**src/rtl/rtc_pkg.sv**
```systemverilog
// Shared constants for the stopwatch timebase: default tick divider, counter
// width and the helper that sizes the prescaler register.
package rtc_pkg;

    localparam int DIV_DEFAULT   = 1000000;
    localparam int WIDTH_DEFAULT = 24;

    localparam logic [WIDTH_DEFAULT-1:0] CNT_MAX = '1;

    function automatic int presc_width(input int div);
        return (div > 2) ? $clog2(div) : 1;
    endfunction

endpackage

```
**src/rtl/rtc_prescaler.sv**
```systemverilog
// Divides i_sclk down to a one-cycle tick every DIV enabled cycles. A paused
// prescaler keeps its partial count so the interval resumes where it stopped.
module rtc_prescaler
    import rtc_pkg::*;
#(
    parameter int DIV = DIV_DEFAULT
) (
    input  logic i_sclk,
    input  logic i_reset_n,
    input  logic clear,
    input  logic enb,
    output logic tick,
    output logic wrap
);

    localparam int              PW   = presc_width(DIV);
    localparam logic [PW-1:0]   LAST = PW'(DIV - 1);

    if (DIV < 2) begin : g_div_check
        $error("rtc_prescaler: DIV must be >= 2");
    end

    logic [PW-1:0] cnt_p0;

    // wrap is the combinational look-ahead of tick so a consumer can update
    // on the same edge that registers the tick pulse.
    assign wrap = enb & ~clear & (cnt_p0 == LAST);

    always_ff @(posedge i_sclk or negedge i_reset_n) begin
        if (!i_reset_n) begin
            cnt_p0 <= '0;
            tick   <= 1'b0;
        end else begin
            tick <= wrap;
            if (clear) begin
                cnt_p0 <= '0;
            end else if (enb) begin
                cnt_p0 <= wrap ? '0 : cnt_p0 + 1'b1;
            end
        end
    end

endmodule

```
**src/rtl/rtc_count_core.sv**
```systemverilog
// Stopwatch counting core: 10-ms timebase, saturating centisecond counter and
// a display latch that can freeze the shown value while counting continues.
module rtc_count_core
    import rtc_pkg::*;
#(
    parameter int DIV   = DIV_DEFAULT,
    parameter int WIDTH = WIDTH_DEFAULT
) (
    input  logic             i_sclk,
    input  logic             i_reset_n,
    input  logic             i_count_init,
    input  logic             i_count_enb,
    input  logic             i_latch_count,
    output logic [WIDTH-1:0] o_count,
    output logic [WIDTH-1:0] o_disp_count,
    output logic             o_tick_10ms,
    output logic             o_running,
    output logic             o_overflow
);

    localparam logic [WIDTH-1:0] CNT_TOP = '1;

    function automatic logic [WIDTH-1:0] sat_inc(input logic [WIDTH-1:0] v);
        return (v == CNT_TOP) ? v : v + 1'b1;
    endfunction

    function automatic logic hits_top(input logic [WIDTH-1:0] v);
        return (v == CNT_TOP);
    endfunction

    logic wrap;

    rtc_prescaler #(
        .DIV (DIV)
    ) u_prescaler (
        .i_sclk    (i_sclk),
        .i_reset_n (i_reset_n),
        .clear     (i_count_init),
        .enb       (i_count_enb),
        .tick      (o_tick_10ms),
        .wrap      (wrap)
    );

    // Counter advances on the same edge the tick is registered, so tick and
    // the new count become visible together.
    always_ff @(posedge i_sclk or negedge i_reset_n) begin
        if (!i_reset_n) begin
            o_count    <= '0;
            o_overflow <= 1'b0;
        end else if (i_count_init) begin
            o_count    <= '0;
            o_overflow <= 1'b0;
        end else if (wrap) begin
            o_count    <= sat_inc(o_count);
            o_overflow <= o_overflow | hits_top(o_count);
        end
    end

    always_ff @(posedge i_sclk or negedge i_reset_n) begin
        if (!i_reset_n) begin
            o_disp_count <= '0;
            o_running    <= 1'b0;
        end else begin
            o_running <= i_count_enb & ~i_count_init;
            if (i_count_init) begin
                o_disp_count <= '0;
            end else if (i_latch_count) begin
                o_disp_count <= o_count;
            end
        end
    end

endmodule

```
**config.mk**
```make
export PLATFORM = sky130hd
export DESIGN_NAME = rtc_count_core
export DESIGN_NICKNAME = d
export VERILOG_FILES = /design/src/rtl/rtc_pkg.sv /design/src/rtl/rtc_prescaler.sv /design/src/rtl/rtc_count_core.sv
export SDC_FILE = /design/constraint.sdc
export NUM_CORES = 1
export LEC_CHECK = 0
export ABC_AREA = 1
export CORE_MARGIN = 10
export CORE_UTILIZATION = 54
export CTS_CLUSTER_DIAMETER = 100
export DETAILED_ROUTE_END_ITERATION = 16
export GPL_TIMING_DRIVEN = 0
export PLACE_DENSITY_LB_ADDON = 0.25
export SKIP_CTS_REPAIR_TIMING = 1
export SLEW_MARGIN = 15
export SYNTH_ARGS = -nofsm -noshare
export SYNTH_HDL_FRONTEND = slang
export SYNTH_SLANG_ARGS = --single-unit
```
**constraint.sdc**
```tcl
create_clock -name i_sclk -period 2.03 [get_ports i_sclk]
set_clock_uncertainty 0.05 [all_clocks]
set_input_delay 0.406 -clock i_sclk [delete_from_list [all_inputs] [get_ports i_sclk]]
set_output_delay 0.406 -clock i_sclk [all_outputs]
set_load 0.02 [all_outputs]
```
==> impl_metrics.toml, run 1 <==
[place]
port_buffers = 55
pre_cts_ws_ps = -220
routabilityCongestion = 0.937
dp_hpwl_mm = 7.30
post_dp_cell_area_sq_um = 4500

[cts]
clk_pin_slew_ps = 80
clock_path_buffers = 2
clock-sinks = 71
numCtsBuffers = 9
htreeDepth = 3
cts_tree = "built"
cts-root-buf = "clkbuf_8"
insertion_delay_ps = 360

[yosys]
synth_fa_ha_area_frac = 0.00659
synth-xor-area-share = 0.0300
yosys.area_share.simple = 0.349
yosysTopAreaCellShare = 0.468
ys_warn_count = 0
syn_inst = 514
synth_area_sq_um = 3800
seq_area_frac_synth = 0.468
synth_nets = 521
muxShareOfSynthArea = 0.00263
yosysTopAreaCell = "dfrtp_1"
synth_cell_type_count = 30
synth_compound_area_frac = 0.0794
ys_ff_latch = 71
synth.top_cells.by_area = "dfrtp_1 47%, nand2_1 18%, nor2_1 5.5%, nand3_1 5.1%, inv_1 4.4%"
syn_area_per_cell_sq_um = 7.39
synth_top_family_by_area = "simple AND/OR/NAND/NOR gates"

[timing]
fmax_mhz = 502
setup_ws_ps = 36.1
fin_crit_ps = 1990
final.period_utilization = 0.982
worstMarginPinSlew_ps = 511
setup_viol_count_final = 0
drv_slew = 0
rsz0062_at_grt = "no"
slew_headroom = 0.659
tns_ps = 0
hold_violations = 0

[run_status]
run_status = "complete, no violations"

[grt]
grt_remaining_overflow = 0
grt_max_degree = 46
grt_pass1_vias = 3461
track_usage = 0.187
antenna_found_initial = 0
grt_first_pass_wirelength_mm = 16.9

[routing]
viasPerCell = 5.30
wire_per_inst_microns = 14.7
drt_wl_total_mm = 10.0
via_count = 3621
detail-route-antenna-nets = 0
drc = 0
dr.pass1.iters = 5
drtIter0Drc = 300

[final_layout]
nFillCells = 574
register_area_sq_um = 1780
postLayoutCellArea_sq_um = 4770
syn_to_final_growth_pct = 25.6
antenna_cells = 0
multi_input_area_sq_um = 1790
drive_gt1_frac = 0.0903
final_nets = 589
final_cell_mix = "183 x nand2_1, 68 x dfrtp_1, 55 x nor2_1"
final_util = 0.699
final_common_cell = "nand2_1"

[power]
seqPwrFrac = 0.482
total_power_uw = 2950
pwr-share-comb = 0.042
p_sw_uw = 650
power.density_nw_per_um2 = 618
p_int_uw = 2300
clockPowerShare = 0.477
leakagePower_uw = 0.00203
ir_drop_mv = 0.390
swShare = 0.220

[worst_setup_path]
reg2regPathDepth = 9
cp_cell_sequence = "clkdlybuf4s50_1"
rrSetupSlack_ps = 170
critPathMaxFanout = 6
worstReg2RegStart = "u_prescaler.cnt_p0[0]"
worstSetupPathType = "reg -> out"
slowest_delay_ps = 670
cp.depth = 1
setup.worst_path.end_class = "output port"
cp.arrival_ps = 1540
required_ps = 1570
cp_slowest_cell = "clkdlybuf4s50_1"
r2r-end = "o_count[23]"
worstSetupStartpointType = "flip-flop"
path_buf_inv = 1
cp_top_family = "buffers and inverters"

[floorplanning]
die_w_microns = 104
start_util = 0.556
die-area_sq_um = 10800
die_h_microns = 104
io_pins = 56
fp.coreArea_sq_um = 6830
rows = 30

[worst_hold_path]
whs_path_depth = 2
hp-class = "reg -> reg"
hold_end = "o_disp_count[1]"
hp-start = "o_disp_count[1]"

[run]
cap_violations = 0
routing by layer:
| layer | routed length, microns | part of all wire | vias to the layer above | global-route usage |
|---|---|---|---|---|
| li1 | - | - | 1766 | - |
| met1 | 4470 | 0.45 | 1691 | 0.243 |
| met2 | 4500 | 0.45 | 148 | 0.290 |
| met3 | 924 | 0.092 | 16 | 0.0632 |
| met4 | 133 | 0.013 | 0 | 0.0527 |
| met5 | 0 | 0 | - | 0 |
power groups by stage:
stage / Sequential, uW / Clock [uW] / Combinational (uW)
after floorplan: 1450 / 0 / 50.5
after global placement: 1450 / 0 / 116
after detailed placement: 1450 / 0 / 124
after CTS: 1420 / 1410 / 124
after global routing: 1420 / 1480 / 139
final: 1420 / 1410 / 123
sequential cells by signal, summed over array words and instances (netlist names):
register / cells
o_count: 24
o_disp_count: 24
o_overflow: 1
o_running: 1
u_prescaler.cnt_p0: 20
u_prescaler.tick: 1
cells by family (layout without fill, tap and decap cells):
| kind of cell | Yosys count | after routing |
|---|---|---|
| AO/OA/AOI/OAI | 55 | 55 |
| buffers and inverters | 59 | 132 |
| XOR/XNOR | 13 | 13 |
| AND/OR/NAND/NOR | 313 | 313 |
| flip-flops | 71 | 71 |
| adder cells (fa/ha/maj) | 2 | 2 |
| multiplexers | 1 | 1 |
final cells by class:
class                      instances  area share
multi-input combinational        384       0.375
sequential                        71       0.373
timing repair buffer              57       0.123
inverter                          49      0.0391
clock buffer                      11      0.0296
tap                               96      0.0252
clock inverter                     5      0.0220
buffer                            10      0.0131
how the worst max path moves through the flow:
stage	startpoint	end	slack (ps)
2_1_floorplan	o_count[0]	o_count[14]	310
3_3_place_gp	i_reset_n	o_disp_count[18]	-1930
3_5_place_dp	i_latch_count	o_disp_count[12]	-220
4_1_cts	o_count[15]	o_count[15]	-20
5_1_grt	o_count[6]	o_count[6]	30
6_report	o_count[6]	o_count[6]	40
synth_stat cells (all sizes together):
| cell | number |
|---|---|
| o211ai | 1 |
| nand4 | 6 |
| a21oi | 3 |
| buf | 6 |
| inv | 49 |
| nor2 | 66 |
| nand3 | 41 |
| ha | 2 |
| or2 | 1 |
| o21ai | 49 |
| clkbuf | 4 |
| nor3b | 2 |
| nand3b | 3 |
| o21bai | 2 |
| mux2i | 1 |
| dfrtp | 71 |
| xnor2 | 2 |
| xor2 | 11 |
| nand2 | 187 |
| nor3 | 7 |
metrics by stage:
step,hold slack [ps],cells
6_report,434,683
5_1_grt,457,683
4_1_cts,-84.8,682
3_5_place_dp,294,666
3_3_place_gp,404,665
2_1_floorplan,60.4,514
No activity file was read; power rests on OpenSTA's default activity.
==> inputs of run 2 (changes only) <==
--- a/config.mk
+++ b/config.mk
@@ -6,7 +6,6 @@
 export NUM_CORES = 1
 export LEC_CHECK = 0
 export ABC_AREA = 1
-export CORE_MARGIN = 10
 export CORE_UTILIZATION = 54
 export CTS_CLUSTER_DIAMETER = 100
 export DETAILED_ROUTE_END_ITERATION = 16
==> impl_metrics.toml, run 2 (synthesis gave the netlist of run 1 again) <==
[run_status]
run_status = "complete, no violations"

[cts]
clk_pin_slew_ps = 80
clock_path_buffers = 2
cts_tree = "built"
insertion_delay_ps = 350
htreeDepth = 3
clock-sinks = 71
cts-root-buf = "clkbuf_8"
numCtsBuffers = 9

[grt]
grt_first_pass_wirelength_mm = 15.8
grt_pass1_vias = 3343
track_usage = 0.277
grt_remaining_overflow = 0
grt_max_degree = 61
antenna_found_initial = 0

[worst_setup_path]
path_buf_inv = 1
reg2regPathDepth = 10
cp.arrival_ps = 1540
required_ps = 1570
worstSetupStartpointType = "flip-flop"
cp_top_family = "buffers and inverters"
slowest_delay_ps = 670
worstSetupPathType = "reg -> out"
cp_slowest_cell = "clkdlybuf4s50_1"
critPathMaxFanout = 6
rrSetupSlack_ps = 150
cp_cell_sequence = "clkdlybuf4s50_1"
r2r-end = "o_count[18]"
setup.worst_path.end_class = "output port"
worstReg2RegStart = "o_count[0]"

[run]
cap_violations = 0

[routing]
drc = 0
viasPerCell = 5.33
drt_wl_total_mm = 9.67
via_count = 3639
drtIter0Drc = 324
detail-route-antenna-nets = 0
wire_per_inst_microns = 14.2
dr.pass1.iters = 5

[timing]
finalHoldWorstSlack_ps = 396
setup_ws_ps = 31.8
final.period_utilization = 0.984
slew_headroom = 0.623
drv_slew = 0
fmax_mhz = 500
fin_crit_ps = 2000
worstMarginPinSlew_ps = 566
rsz0062_at_grt = "no"
hold_violations = 0
setup_viol_count_final = 0

[final_layout]
drive_gt1_frac = 0.0903
nFillCells = 563
final_common_cell = "nand2_1"
reg_top3 = "o_count x24, o_disp_count x24, u_prescaler.cnt_p0 x20"
multi_input_area_sq_um = 1780
antenna_cells = 0
final_util = 0.700
final_cell_mix = "183 x nand2_1, 68 x dfrtp_1, 55 x nor2_1"
register_area_sq_um = 1780
final_nets = 589
syn_to_final_growth_pct = 25.2

[floorplanning]
start_util = 0.559
io_pins = 56
fp.coreArea_sq_um = 6790
rows = 30
die-area_sq_um = 7380
die_h_microns = 85.9
die_w_microns = 85.9

[place]
pre_cts_ws_ps = -298
dp_hpwl_mm = 6.80
port_buffers = 55
routabilityCongestion = 0.925

[power]
power.density_nw_per_um2 = 618
leakagePower_uw = 0.00204
ir_drop_mv = 0.286

[worst_hold_path]
hp-class = "in -> async"
[run 2: changes by cell type in the layout (fill, tap and decap cells not counted), sizes merged]
cell      delta
clkinvlp     -1
clkbuf       -1
clkinv       +2
[run 2: where the power goes]
part / internal (uW) / switching [uW] / total (uW)
Clock: 845 / 546 / 1390
Combinational: 32.1 / 93.6 / 126
Sequential: 1420 / 3.78 / 1420
Total: 2300 / 644 / 2940
[run 2: worst max-delay path by stage]
stage,from,to,cells past startpoint
detailed placement,i_latch_count,o_disp_count[12],5
global placement,i_reset_n,o_disp_count[18],1
CTS,o_count[15],o_count[15],1
global route,o_count[13],o_count[13],1
finish,o_count[13],o_count[13],1
floorplan,o_count[0],o_count[14],10
[run 2: per-layer routing]
metal	vias to the layer above	GRT usage	wire length, microns
li1	1770	-	-
met1	1699	0.389	4450
met2	142	0.429	4480
met3	28	0.0395	501
met4	0	0.124	226
met5	-	0	0
[run 2: cell type report]
type,count,area share
timing repair buffer,57,0.123
tap,96,0.0252
inverter,49,0.0387
buffer,10,0.0132
multi-input combinational,384,0.374
clock buffer,10,0.0289
clock inverter,6,0.0226
sequential,71,0.374
[run 2: per-stage QoR]
stage,total power [uW],instances,TNS (ps),instance area (sq um)
6_report,2940,683,0,4760
5_1_grt,3020,683,0,4760
4_1_cts,2950,682,0,4740
3_5_place_dp,1570,666,-10680,4500
3_3_place_gp,1570,665,-142930,4470
2_1_floorplan,1500,514,0,3800
